File: src/rtl/val2_pkg.sv
// Shared types and widths for the sequential Val2 operand generator.
// Optional carry support is selected with VAL2_SHIFTER_CARRY_EN.
package val2_pkg;

    localparam int WIDTH = 32;
    localparam int AMT_W = 6;
    localparam int K_W   = 4;
    localparam int IDX_W = $clog2(WIDTH);

    typedef enum logic [1:0] {
        IDLE  = 2'b00,
        SHIFT = 2'b01,
        DONE  = 2'b10
    } state_e;

    typedef enum logic [1:0] {
        LSL = 2'b00,
        LSR = 2'b01,
        ASR = 2'b10,
        ROR = 2'b11
    } kind_e;

    function automatic logic [WIDTH-1:0] sext12(input logic [11:0] v);
        return {{(WIDTH-12){v[11]}}, v};
    endfunction

endpackage

File: src/rtl/val2_shift_step.sv
// One combinational shift/rotate step of up to STEP bits.
// carry_o (last bit moved out) exists only with VAL2_SHIFTER_CARRY_EN.
module val2_shift_step
    import val2_pkg::*;
(
    input  logic [WIDTH-1:0] acc_i,
    input  logic [1:0]       kind_i,
    input  logic [K_W-1:0]   k_i,
`ifdef VAL2_SHIFTER_CARRY_EN
    output logic             carry_o,
`endif
    output logic [WIDTH-1:0] res_o
);

    always_comb begin
        res_o = acc_i;
        unique case (kind_e'(kind_i))
            LSL: res_o = acc_i << k_i;
            LSR: res_o = acc_i >> k_i;
            ASR: res_o = $signed(acc_i) >>> k_i;
            ROR: res_o = (acc_i >> k_i) | (acc_i << (WIDTH - int'(k_i)));
            default: res_o = acc_i;
        endcase
    end

`ifdef VAL2_SHIFTER_CARRY_EN
    logic [IDX_W-1:0] idx_l;
    logic [IDX_W-1:0] idx_r;

    // k_i is never 0 when the carry is consumed, so the wrapped indices are harmless.
    always_comb begin
        idx_l   = IDX_W'(WIDTH - int'(k_i));
        idx_r   = IDX_W'(k_i) - 1'b1;
        carry_o = 1'b0;
        unique case (kind_e'(kind_i))
            LSL:     carry_o = acc_i[idx_l];
            LSR:     carry_o = acc_i[idx_r];
            ASR:     carry_o = acc_i[idx_r];
            ROR:     carry_o = res_o[WIDTH-1];
            default: carry_o = 1'b0;
        endcase
    end
`endif

endmodule

File: src/rtl/val2_seq_unit.sv
// Multi-cycle Val2 operand generator: shifts/rotates STEP bits per cycle.
// Define VAL2_SHIFTER_CARRY_EN to add carry_in/carry_out.
module val2_seq_unit
    import val2_pkg::*;
#(
    parameter int STEP = 1
) (
    input  logic        clk,
    input  logic        rst,
    input  logic        start,
    input  logic [31:0] Rm,
    input  logic [11:0] shift_operand,
    input  logic        imm,
    input  logic        Ld_St,
    input  logic        flush,
`ifdef VAL2_SHIFTER_CARRY_EN
    input  logic        carry_in,
    output logic        carry_out,
`endif
    output logic        ready,
    output logic        stall,
    output logic        done,
    output logic [31:0] val2
);

    localparam logic [AMT_W-1:0] STEP_AMT = AMT_W'(STEP);

    state_e            state_q, state_d;
    logic [WIDTH-1:0]  acc_q, acc_d;
    logic [AMT_W-1:0]  amt_q, amt_d;
    logic [1:0]        kind_q, kind_d;
    logic [WIDTH-1:0]  val2_q, val2_d;

    logic [WIDTH-1:0]  ld_acc;
    logic [AMT_W-1:0]  ld_amt;
    logic [1:0]        ld_kind;
    logic [K_W-1:0]    k;
    logic [AMT_W-1:0]  amt_new;
    logic [WIDTH-1:0]  step_res;

`ifdef VAL2_SHIFTER_CARRY_EN
    logic carry_q, carry_d;
    logic step_carry;
`endif

    val2_shift_step u_step (
        .acc_i   (acc_q),
        .kind_i  (kind_q),
        .k_i     (k),
`ifdef VAL2_SHIFTER_CARRY_EN
        .carry_o (step_carry),
`endif
        .res_o   (step_res)
    );

    assign k       = (amt_q < STEP_AMT) ? K_W'(amt_q) : K_W'(STEP_AMT);
    assign amt_new = amt_q - AMT_W'(k);

    // Operand decode at accept: Ld_St beats imm beats shifted register.
    always_comb begin
        ld_acc  = Rm;
        ld_amt  = {1'b0, shift_operand[11:7]};
        ld_kind = shift_operand[6:5];
        if (Ld_St) begin
            ld_acc  = sext12(shift_operand);
            ld_amt  = '0;
            ld_kind = LSL;
        end else if (imm) begin
            ld_acc  = {24'b0, shift_operand[7:0]};
            ld_amt  = {1'b0, shift_operand[11:8], 1'b0};
            ld_kind = ROR;
        end
    end

    // NOTE: every variable gets a default first so no path leaves a latch.
    always_comb begin
        state_d = state_q;
        acc_d   = acc_q;
        amt_d   = amt_q;
        kind_d  = kind_q;
        val2_d  = val2_q;
`ifdef VAL2_SHIFTER_CARRY_EN
        carry_d = carry_q;
`endif
        unique case (state_q)
            IDLE: begin
                if (start && !flush) begin
                    acc_d  = ld_acc;
                    amt_d  = ld_amt;
                    kind_d = ld_kind;
                    if (ld_amt == '0) begin
                        state_d = DONE;
                        val2_d  = ld_acc;
`ifdef VAL2_SHIFTER_CARRY_EN
                        carry_d = carry_in;
`endif
                    end else begin
                        state_d = SHIFT;
                    end
                end
            end
            SHIFT: begin
                if (flush) begin
                    state_d = IDLE;
                end else begin
                    acc_d = step_res;
                    amt_d = amt_new;
                    if (amt_new == '0) begin
                        state_d = DONE;
                        val2_d  = step_res;
`ifdef VAL2_SHIFTER_CARRY_EN
                        carry_d = step_carry;
`endif
                    end
                end
            end
            DONE:    state_d = IDLE;
            default: state_d = IDLE;
        endcase
    end

    // NOTE: sequential state uses non-blocking assignments only.
    always_ff @(posedge clk or posedge rst) begin
        if (rst) begin
            state_q <= IDLE;
            acc_q   <= '0;
            amt_q   <= '0;
            kind_q  <= '0;
            val2_q  <= '0;
`ifdef VAL2_SHIFTER_CARRY_EN
            carry_q <= 1'b0;
`endif
        end else begin
            state_q <= state_d;
            acc_q   <= acc_d;
            amt_q   <= amt_d;
            kind_q  <= kind_d;
            val2_q  <= val2_d;
`ifdef VAL2_SHIFTER_CARRY_EN
            carry_q <= carry_d;
`endif
        end
    end

    assign ready = (state_q == IDLE);
    assign stall = start || (state_q != IDLE);
    assign done  = (state_q == DONE) && !flush;
    assign val2  = val2_q;
`ifdef VAL2_SHIFTER_CARRY_EN
    assign carry_out = carry_q;
`endif

endmodule

File: config.mk
export PLATFORM = sky130hd
export DESIGN_NAME = val2_seq_unit
export DESIGN_NICKNAME = d
export VERILOG_FILES = /design/src/rtl/val2_pkg.sv /design/src/rtl/val2_shift_step.sv /design/src/rtl/val2_seq_unit.sv
export SDC_FILE = /design/constraint.sdc
export NUM_CORES = 1
export LEC_CHECK = 0
export ABC_AREA = 1
export BUFFER_PORTS_ARGS = -buffer_cell sky130_fd_sc_hd__buf_2
export CORE_ASPECT_RATIO = 1.25
export CORE_MARGIN = 10
export CORE_UTILIZATION = 34
export DETAILED_ROUTE_END_ITERATION = 6
export GPL_ROUTABILITY_DRIVEN = 0
export PLACE_DENSITY = 0.59
export SLEW_MARGIN = 5
export SYNTH_ARGS = -nofsm -noshare
export SYNTH_HDL_FRONTEND = slang
export SYNTH_HIERARCHICAL = 1
export SYNTH_SLANG_ARGS = --single-unit
File: constraint.sdc
create_clock -name clk -period 5.6 [get_ports clk]
set_input_delay 1.12 -clock clk [delete_from_list [all_inputs] [get_ports clk]]
set_output_delay 1.12 -clock clk [all_outputs]
set_load 0.05 [all_outputs]
==> Flow_metrics.wiki, run 1 <==
{| class="wikitable"
! Metric !! Value
|-
| Synth top area cells || sky130_fd_sc_hd__nand2_1 28%, sky130_fd_sc_hd__dfrtp_1 23%, sky130_fd_sc_hd__nand3_1 15%
|-
| Ratio of routed vias to standard cells || 5.61
|-
| First-pass GRT wire length || 51300 um
|-
| Floorplan die width || 159 um
|-
| Worst Hold Launch || val2[23]
|-
| Post-DRT Antenna Nets || 0
|-
| CTS tree || built
|-
| Share of the synthesized area in the top cell type || 0.277
|-
| Cell Pwr Density || 585 nW/um2
|-
| Clock network latency to the later pin of the worst-skew pair || 0.35 ns
|-
| Number of antenna violations at the first check in global routing || 0
|-
| GR Overflow Total || 0
|-
| Final-report setup violation count || 0
|-
| Setup repair after global routing missed its margin || no
|-
| Sequential share of the synthesized area || 0.225
|-
| Number of synthesized flops with an enable pin || 0
|-
| Fmax achieved || 0.234 GHz
|-
| Kind of start point of the critical path || flip-flop
|-
| Switching power total || 0.00311 W
|-
| Top-Level Pins || 85
|-
| Die area || 30900 um2
|-
| Syn Inst Count || 1446
|-
| Share of cells above drive strength 1 || 0.113
|-
| First element of the critical path || amt_q[1]
|-
| Least-Margin Pin Slew || 1.68 ns
|-
| Synth-to-Final Area Change || 7.78%
|-
| Number of remaining DRC errors || 9
|-
| Leakage || 4.65 nW
|-
| Worst Path Arrival || 4.56 ns
|-
| Maximum level of the CTS H-tree || 3
|-
| Data required, critical path || 5.88 ns
|-
| Register clock-pin slew on the reported worst setup and hold paths || 0.06 ns
|-
| List of most frequent post-synthesis cells || 607 x sky130_fd_sc_hd__nand2_1, 240 x sky130_fd_sc_hd__nand3_1, 74 x sky130_fd_sc_hd__dfrtp_1
|-
| Primary flip-flop cell chosen by synthesis mapping || sky130_fd_sc_hd__dfrtp_1
|-
| Total count of max-transition violations in the final report || 22
|-
| Starting Density || 0.346
|-
| Outcome || complete, but fails checks
|-
| R2r startpoint || amt_q[1]
|-
| CP Max Fanout || 44
|-
| Number of different library cells in the post-synthesis netlist || 46
|-
| Sequential Power Share || 0.196
|-
| Time the worst path needs with I/O delays and setup || 4.28 ns
|-
| Post-CTS setup buffers || 0
|-
| Part of the total power dissipated in the clock network || 0.110
|-
| Crit path kind || reg -> reg
|-
| Async set-reset flop share out of synthesis || 1.00
|-
| # hold bufs at CTS || 0
|-
| Final Hold Vio Count || 0
|-
| Post-CTS Resized || 0
|-
| Total Routing Usage GR || 0.199
|-
| Yosys warning count || 6
|-
| Number of max-capacitance violations reported || 0
|-
| Net count, final || 1510
|-
| Clk root buf || sky130_fd_sc_hd__clkbuf_16
|-
| Total number of vias || 10000
|-
| Number of detailed-route iterations in the first pass || 7
|-
| Std-Cell Rows || 63
|-
| Most numerous cell in the Yosys netlist || sky130_fd_sc_hd__nand2_1
|-
| Vertical die dimension || 194 um
|-
| Cell accounting for the most synthesized area || sky130_fd_sc_hd__nand2_1
|-
| Post-synthesis instance area || 8230 um2
|-
| Relative slew margins || -0.127
|-
| Setup skew after layout || 0.00820 ns
|-
| Number of DRC markers after the initial detailed-route iteration || 1180
|-
| Wire length after detailed routing || 32100 um
|-
| Clk sinks || 74
|-
| Switching Share || 0.600
|-
| Share of power burned in combinational logic || 0.694
|-
| Maximum number of buffers from clock root to sink || 2
|-
| #FFs+latches synth || 74
|-
| Mean post-synth cell area || 5.69 um2
|-
| Final cell count without fillers || 1788
|-
| Count of input and output buffers || 84
|-
| Endpoint kind of the worst setup timing path || flip-flop
|-
| WL/cell || 18.0 um
|-
| Period utilization || 0.764
|-
| Vias in the first global route || 9409
|-
| Hold Path Class || reg -> reg
|-
| Worst VDD drop || 0.353 mV
|-
| Maximum number of pins on one net before global-route repair || 75
|-
| CTS buffer count || 9
|-
| Number of cells after detailed placement || 1772
|-
| Dpl hpwl || 23100 um
|-
| Internal power consumption || 0.00208 W
|-
| Accumulated negative setup slack || 0 ns
|-
| Number of diodes || 0
|-
| Std-Cell Core Area || 23800 um2
|-
| Violations in the final reports || DRC, slew limit
|}
[cell type report]
cell class / instances / area [um2]
Multi-Input combinational cell: 1205 / 5550
Sequential cell: 74 / 1850
Clock buffer: 12 / 267
Fill cell: 2764 / 14900
Inverter: 77 / 297
Timing Repair Buffer: 91 / 473
Tap cell: 325 / 407
Clock inverter: 4 / 25.0
[metal layers]
| layer | GRT usage | up-vias | part of all wire |
|---|---|---|---|
| li1 | - | 4782 | - |
| met1 | 0.263 | 4702 | 0.43 |
| met2 | 0.329 | 473 | 0.48 |
| met3 | 0.0208 | 68 | 0.066 |
| met4 | 0.0733 | 0 | 0.032 |
| met5 | 0 | - | 0 |
[kinds of logic (layout without fill, tap and decap cells)]
family | after synthesis | count (layout) | synth area share
buffers and inverters | 169 | 184 | 0.101
flip-flops | 74 | 74 | 0.225
multiplexers | 6 | 6 | 0.00730
other | 1 | 3 | 0.000456
AO/OA/AOI/OAI | 227 | 227 | 0.151
AND/OR/NAND/NOR | 967 | 967 | 0.512
adder cells (fa/ha/maj) | 2 | 2 | 0.00304
[worst paths after layout]
kind	end	slack [ns]	depth (start not counted)
max	val2[28]	1.32	18
min	val2[23]	0.46	2
max reg2reg	val2[28]	1.32	18
max in group asynchronous	acc_q[2]	3.76	3
min reg2reg	val2[23]	0.46	2
min in group asynchronous	val2[23]	0.75	2
[power groups by stage]
| stage | clock [W] | combinational (W) | sequential [W] |
|---|---|---|---|
| 2_1_floorplan | 0 | 0.00241 | 0.00127 |
| 3_3_place_gp | 0 | 0.00344 | 0.00102 |
| 3_5_place_dp | 0 | 0.00345 | 0.00102 |
| 4_1_cts | 0.000579 | 0.00347 | 0.00101 |
| 5_1_grt | 0.000601 | 0.00398 | 0.00104 |
| 6_report | 0.000570 | 0.00360 | 0.00102 |
[critical path: stages (launching register included)]
cell and delay [ns]:
sky130_fd_sc_hd__dfrtp_1 0.39, sky130_fd_sc_hd__nor2_2 0.08, sky130_fd_sc_hd__nand3_2 0.12, sky130_fd_sc_hd__inv_6 0.15, sky130_fd_sc_hd__ha_1 1.06, sky130_fd_sc_hd__inv_1 0.79, sky130_fd_sc_hd__nand3_1 0.33, sky130_fd_sc_hd__nand3_1 0.14
sky130_fd_sc_hd__nand3_1 0.12, sky130_fd_sc_hd__nand3_1 0.10, sky130_fd_sc_hd__nand2_1 0.09, sky130_fd_sc_hd__nand2_1 0.08, sky130_fd_sc_hd__nand2_1 0.08, sky130_fd_sc_hd__nand2_1 0.05, sky130_fd_sc_hd__nand2_1 0.10, sky130_fd_sc_hd__nor2_1 0.06
sky130_fd_sc_hd__a21oi_1 0.19, sky130_fd_sc_hd__nand3_1 0.10, sky130_fd_sc_hd__nand2_1 0.12
[state kept, by name, summed over array words and instances, names as in the netlist]
register	flops
acc_q	32
amt_q	6
kind_q	2
state_q	2
val2	32
[cells in the final DEF (no fill, tap or decap), types with 20 or more instances in the layout]
master                     synthesis  routed
sky130_fd_sc_hd__buf_2            37      84
sky130_fd_sc_hd__o21ai_1          58      58
sky130_fd_sc_hd__inv_1            61      60
sky130_fd_sc_hd__o21ai_0          60      60
sky130_fd_sc_hd__o211ai_1         20      20
sky130_fd_sc_hd__dfrtp_1          74      74
sky130_fd_sc_hd__nand2_1         607     607
sky130_fd_sc_hd__a21oi_1          65      65
sky130_fd_sc_hd__nand3_1         240     240
sky130_fd_sc_hd__nor2_1           60      60
[through the flow]
stage	setup WS, ns	instance area [um2]	hold WS, ns	utilization	total power (W)
floorplan	2.28	8240	0.447	-	0.00368
global placement	1.60	8580	0.450	0.360	0.00446
detailed placement	1.50	8580	0.454	0.360	0.00447
CTS	1.48	8870	0.469	0.373	0.00507
global route	1.00	8870	0.498	0.373	0.00563
finish	1.32	8870	0.463	0.373	0.00519
No activity file was read; power rests on OpenSTA's default activity.
==> run 2, diff against run 1 <==
--- a/config.mk
+++ b/config.mk
@@ -5,14 +5,14 @@
 export SDC_FILE = /design/constraint.sdc
 export NUM_CORES = 1
 export LEC_CHECK = 0
-export ABC_AREA = 1
+export ABC_AREA = 0
 export BUFFER_PORTS_ARGS = -buffer_cell sky130_fd_sc_hd__buf_2
 export CORE_ASPECT_RATIO = 1.25
 export CORE_MARGIN = 10
 export CORE_UTILIZATION = 34
 export DETAILED_ROUTE_END_ITERATION = 6
 export GPL_ROUTABILITY_DRIVEN = 0
-export PLACE_DENSITY = 0.59
+export PLACE_DENSITY = 0.6
 export SLEW_MARGIN = 5
 export SYNTH_ARGS = -nofsm -noshare
 export SYNTH_HDL_FRONTEND = slang
==> constraint.sdc (replaced) <==
create_clock -name clk -period 3.6 [get_ports clk]
set_input_delay 0.72 -clock clk [delete_from_list [all_inputs] [get_ports clk]]
set_output_delay 0.72 -clock clk [all_outputs]
set_load 0.05 [all_outputs]
==> run 2 against run 1 <==
The flow now finishes without violations. Sequential power rose by 63%. Flip-flop and latch count is the same. Global-route usage decreased by 1.5 points. Combinational power is 1% lower. Synthesized area rose by 8.7%. Largest power group unchanged.
==> Flow_metrics.wiki, run 2 <==
{| class="wikitable"
! Metric !! Value
|-
| Outcome || finished, final reports clean
|-
| Area of all placed cells without fillers || 9880 um2
|-
| Floorplan die width || 165 um
|-
| Sequential share of the synthesized area || 0.207
|-
| Number of DRC markers after the initial detailed-route iteration || 1053
|-
| Number of detailed-route iterations in the first pass || 6
|-
| Post-synthesis instance area || 8940 um2
|-
| Ratio of routed vias to standard cells || 6.33
|-
| Part of the total power dissipated in the clock network || 0.163
|-
| Main combinational cell family by area after synthesis || multiplexers
|-
| Commonest non-fill, non-tap cells in the layout || 96 x sky130_fd_sc_hd__nand2_1, 89 x sky130_fd_sc_hd__mux2_2, 88 x sky130_fd_sc_hd__nor2_1, 84 x sky130_fd_sc_hd__buf_2, 76 x sky130_fd_sc_hd__mux2i_1
|-
| Most Frequent Cell on Critical Path || sky130_fd_sc_hd__mux2i_1
|-
| Wire length after detailed routing || 31100 um
|-
| Post-synthesis compound-gate area fraction || 0.162
|-
| #FFs+latches synth || 74
|-
| Least-Margin Pin Slew || 0.648 ns
|-
| Maximum level of the CTS H-tree || 3
|-
| Crit path kind || reg -> reg
|-
| Total cell area at the placement stage || 9540 um2
|-
| Data required, critical path || 3.89 ns
|-
| Fmax achieved || 0.291 GHz
|-
| Worst Path Arrival || 3.72 ns
|-
| Std-Cell Core Area || 26000 um2
|-
| Maximum number of pins on one net before global-route repair || 110
|-
| Synth Area in Adders || 0.00280
|-
| Mean post-synth cell area || 9.49 um2
|-
| CTS tree || built
|-
| Filler Cell Count || 2611
|-
| Cell accounting for the most synthesized area || sky130_fd_sc_hd__dfrtp_1
|-
| Post-CTS setup buffers || 0
|-
| Relative slew margins || 0.565
|-
| Total count of max-transition violations in the final report || 0
|-
| Dpl hpwl || 22000 um
|-
| Clock network latency to the later pin of the worst-skew pair || 0.35 ns
|-
| Most numerous cell in the Yosys netlist || sky130_fd_sc_hd__nand2_1
|-
| Area share of and/or/nand/nor cells after synthesis || 0.143
|-
| Minimum hold slack || 0.424 ns
|-
| Vias in the first global route || 8320
|-
| Time the worst path needs with I/O delays and setup || 3.44 ns
|-
| Number of antenna violations at the first check in global routing || 0
|-
| Number of synthesized flops with an enable pin || 0
|-
| Count of input and output buffers || 84
|-
| Layout Utilization || 0.380
|-
| Starting Density || 0.344
|-
| WL/cell || 23.6 um
|-
| Endpoint kind of the worst setup timing path || flip-flop
|-
| Count of buffering cells on the critical path with inverters included || 2
|-
| Final Hold Vio Count || 0
|-
| Vertical die dimension || 201 um
|-
| Most common library cell in the layout ignoring fill and taps || sky130_fd_sc_hd__nand2_1
|-
| CTS buffer count || 9
|-
| Setup skew after layout || 0.0126 ns
|-
| CP Max Fanout || 53
|-
| List of most frequent post-synthesis cells || 96 x sky130_fd_sc_hd__nand2_1, 90 x sky130_fd_sc_hd__nor2_1, 89 x sky130_fd_sc_hd__mux2_2
|-
| Std-Cell Rows || 66
|-
| GR Overflow Total || 0
|-
| Hold Path Class || in -> async
|-
| R2R setup slack || 0.16 ns
|-
| Number of max-capacitance violations reported || 0
|-
| # hold bufs at CTS || 0
|-
| Total number of vias || 8339
|-
| CP delay by family, top || simple AND/OR/NAND/NOR gates
|-
| R2r startpoint || amt_q[3]
|-
| Maximum number of buffers from clock root to sink || 2
|-
| Post-DRT Antenna Nets || 0
|-
| Synth top area cells || sky130_fd_sc_hd__dfrtp_1 21%, sky130_fd_sc_hd__mux4_2 15%, sky130_fd_sc_hd__mux2_2 11%
|-
| Register clock-pin slew on the reported worst setup and hold paths || 0.06 ns
|-
| Clk sinks || 74
|-
| Primary flip-flop cell chosen by synthesis mapping || sky130_fd_sc_hd__dfrtp_1
|-
| Depth of the worst register-to-register path || 13
|-
| Number of diodes || 0
|-
| Async set-reset flop share out of synthesis || 1.00
|-
| Clk root buf || sky130_fd_sc_hd__clkbuf_16
|-
| Sequential Power Share || 0.267
|-
| FF-to-FF End || acc_q[29]
|-
| CP max-delay cell || sky130_fd_sc_hd__dfrtp_1
|-
| Switching power total || 0.00298 W
|-
| Share of power burned in combinational logic || 0.571
|-
| Synth-to-Final Area Change || 10.5%
|-
| Share of the synthesized area in the top cell type || 0.207
|-
| Number of remaining DRC errors || 0
|-
| Cell Pwr Density || 630 nW/um2
|-
| Leakage || 4.03 nW
|-
| Share of cells above drive strength 1 || 0.313
|-
| Final-report setup violation count || 0
|-
| Internal power consumption || 0.00324 W
|-
| Syn Inst Count || 942
|-
| Switching Share || 0.479
|-
| Number of different library cells in the post-synthesis netlist || 79
|-
| Multiplexer share of the synthesized area || 0.408
|-
| Top-Level Pins || 85
|-
| First element of the critical path || amt_q[3]
|-
| Accumulated negative setup slack || 0 ns
|-
| Number of logic stages on the critical path including buffering || 13
|-
| Worst VDD drop || 0.480 mV
|-
| Kind of start point of the critical path || flip-flop
|-
| Die area || 33200 um2
|-
| Yosys warning count || 6
|-
| First-pass GRT wire length || 48800 um
|-
| Crit-path max cell delay || 0.43 ns
|-
| Period utilization || 0.954
|-
| Endpoint of the most critical setup path || acc_q[29]
|-
| Worst path cell trace || nor3_1, nand2b_1, nand2b_4, buf_12, buf_4, mux2i_1, or2_2, mux2i_1, o21ai_0, o221ai_1, nor2_1, a21oi_1, mux2_2
|-
| Synth Area in XOR/XNOR || 0.00196
|-
| Total Routing Usage GR || 0.184
|-
| Net count, final || 1024
|-
| Setup repair after global routing missed its margin || no
|}
## run 2: logic make-up (layout without fill, tap and decap cells)
family,Yosys count,count (layout)
xor gates and xnor gates,2,2
AOI/OAI and AO/OA,221,221
DFF,74,74
buffers and inverters,121,145
other,1,12
muxes,246,246
adders and majority gates,2,2
and+or+nand+nor,275,275
## run 2: power groups by stage
stage / Combinational, W / Clock [W] / Sequential [W]
final: 0.00355 / 0.00101 / 0.00166
after global routing: 0.00375 / 0.00106 / 0.00170
after detailed placement: 0.00343 / 0 / 0.00165
after floorplan: 0.00230 / 0 / 0.00180
after CTS: 0.00345 / 0.00103 / 0.00164
after global placement: 0.00341 / 0 / 0.00164
## run 2: how the worst min path moves through the flow
stage                   start        end  slack [ns]  cells after the start
floorplan           kind_q[0]  kind_q[0]        0.45                      2
global placement     val2[21]   val2[21]        0.49                      1
detailed placement   val2[12]   val2[12]        0.49                      1
CTS                       rst   val2[22]        0.45                      3
global route              rst   val2[22]        0.46                      3
finish                    rst   val2[23]        0.42                      3
## run 2: timing repair
item / CTS / global route
resized for setup: 0 / 2
endpoints found under the setup margin: 0 / 4
hold endpoints to repair: 0 / 0
## run 2: worst reg2reg max path, stage by stage, from the launching register on
cell                       delay [ns]
sky130_fd_sc_hd__dfrtp_1         0.43
sky130_fd_sc_hd__nor3_1          0.28
sky130_fd_sc_hd__nand2b_1        0.11
sky130_fd_sc_hd__nand2b_4        0.18
sky130_fd_sc_hd__buf_12          0.22
sky130_fd_sc_hd__buf_4           0.26
sky130_fd_sc_hd__mux2i_1         0.21
sky130_fd_sc_hd__or2_2           0.35
sky130_fd_sc_hd__mux2i_1         0.33
sky130_fd_sc_hd__o21ai_0         0.21
sky130_fd_sc_hd__o221ai_1        0.21
sky130_fd_sc_hd__nor2_1          0.07
sky130_fd_sc_hd__a21oi_1         0.29
sky130_fd_sc_hd__mux2_2          0.22
## run 2: final cells by class
type                       instances  area [um2]  share of cell area
clock inverter                     4        73.8             0.00747
clock buffer                      12         256              0.0260
tap                              340         425              0.0430
timing repair buffer             119         724              0.0733
inverter                          10        38.8             0.00393
sequential                        74        1850               0.187
multi-input combinational        758        6510               0.659
## run 2: stage by stage
step | setup WS [ns] | cells | power (W)
3_3_place_gp | 0.267 | 1301 | 0.00506
2_1_floorplan | 0.0640 | 953 | 0.00410
5_1_grt | 0.0491 | 1317 | 0.00651
6_report | 0.165 | 1317 | 0.00622
3_5_place_dp | 0.185 | 1301 | 0.00508
4_1_cts | 0.153 | 1317 | 0.00612
## run 2: layer usage
| metal | up-vias | track usage | wire length (um) |
|---|---|---|---|
| li1 | 3636 | - | - |
| met5 | - | 0 | 0 |
| met2 | 548 | 0.292 | 14900 |
| met1 | 4036 | 0.231 | 11700 |
| met3 | 119 | 0.0329 | 2860 |
| met4 | 0 | 0.0995 | 1630 |
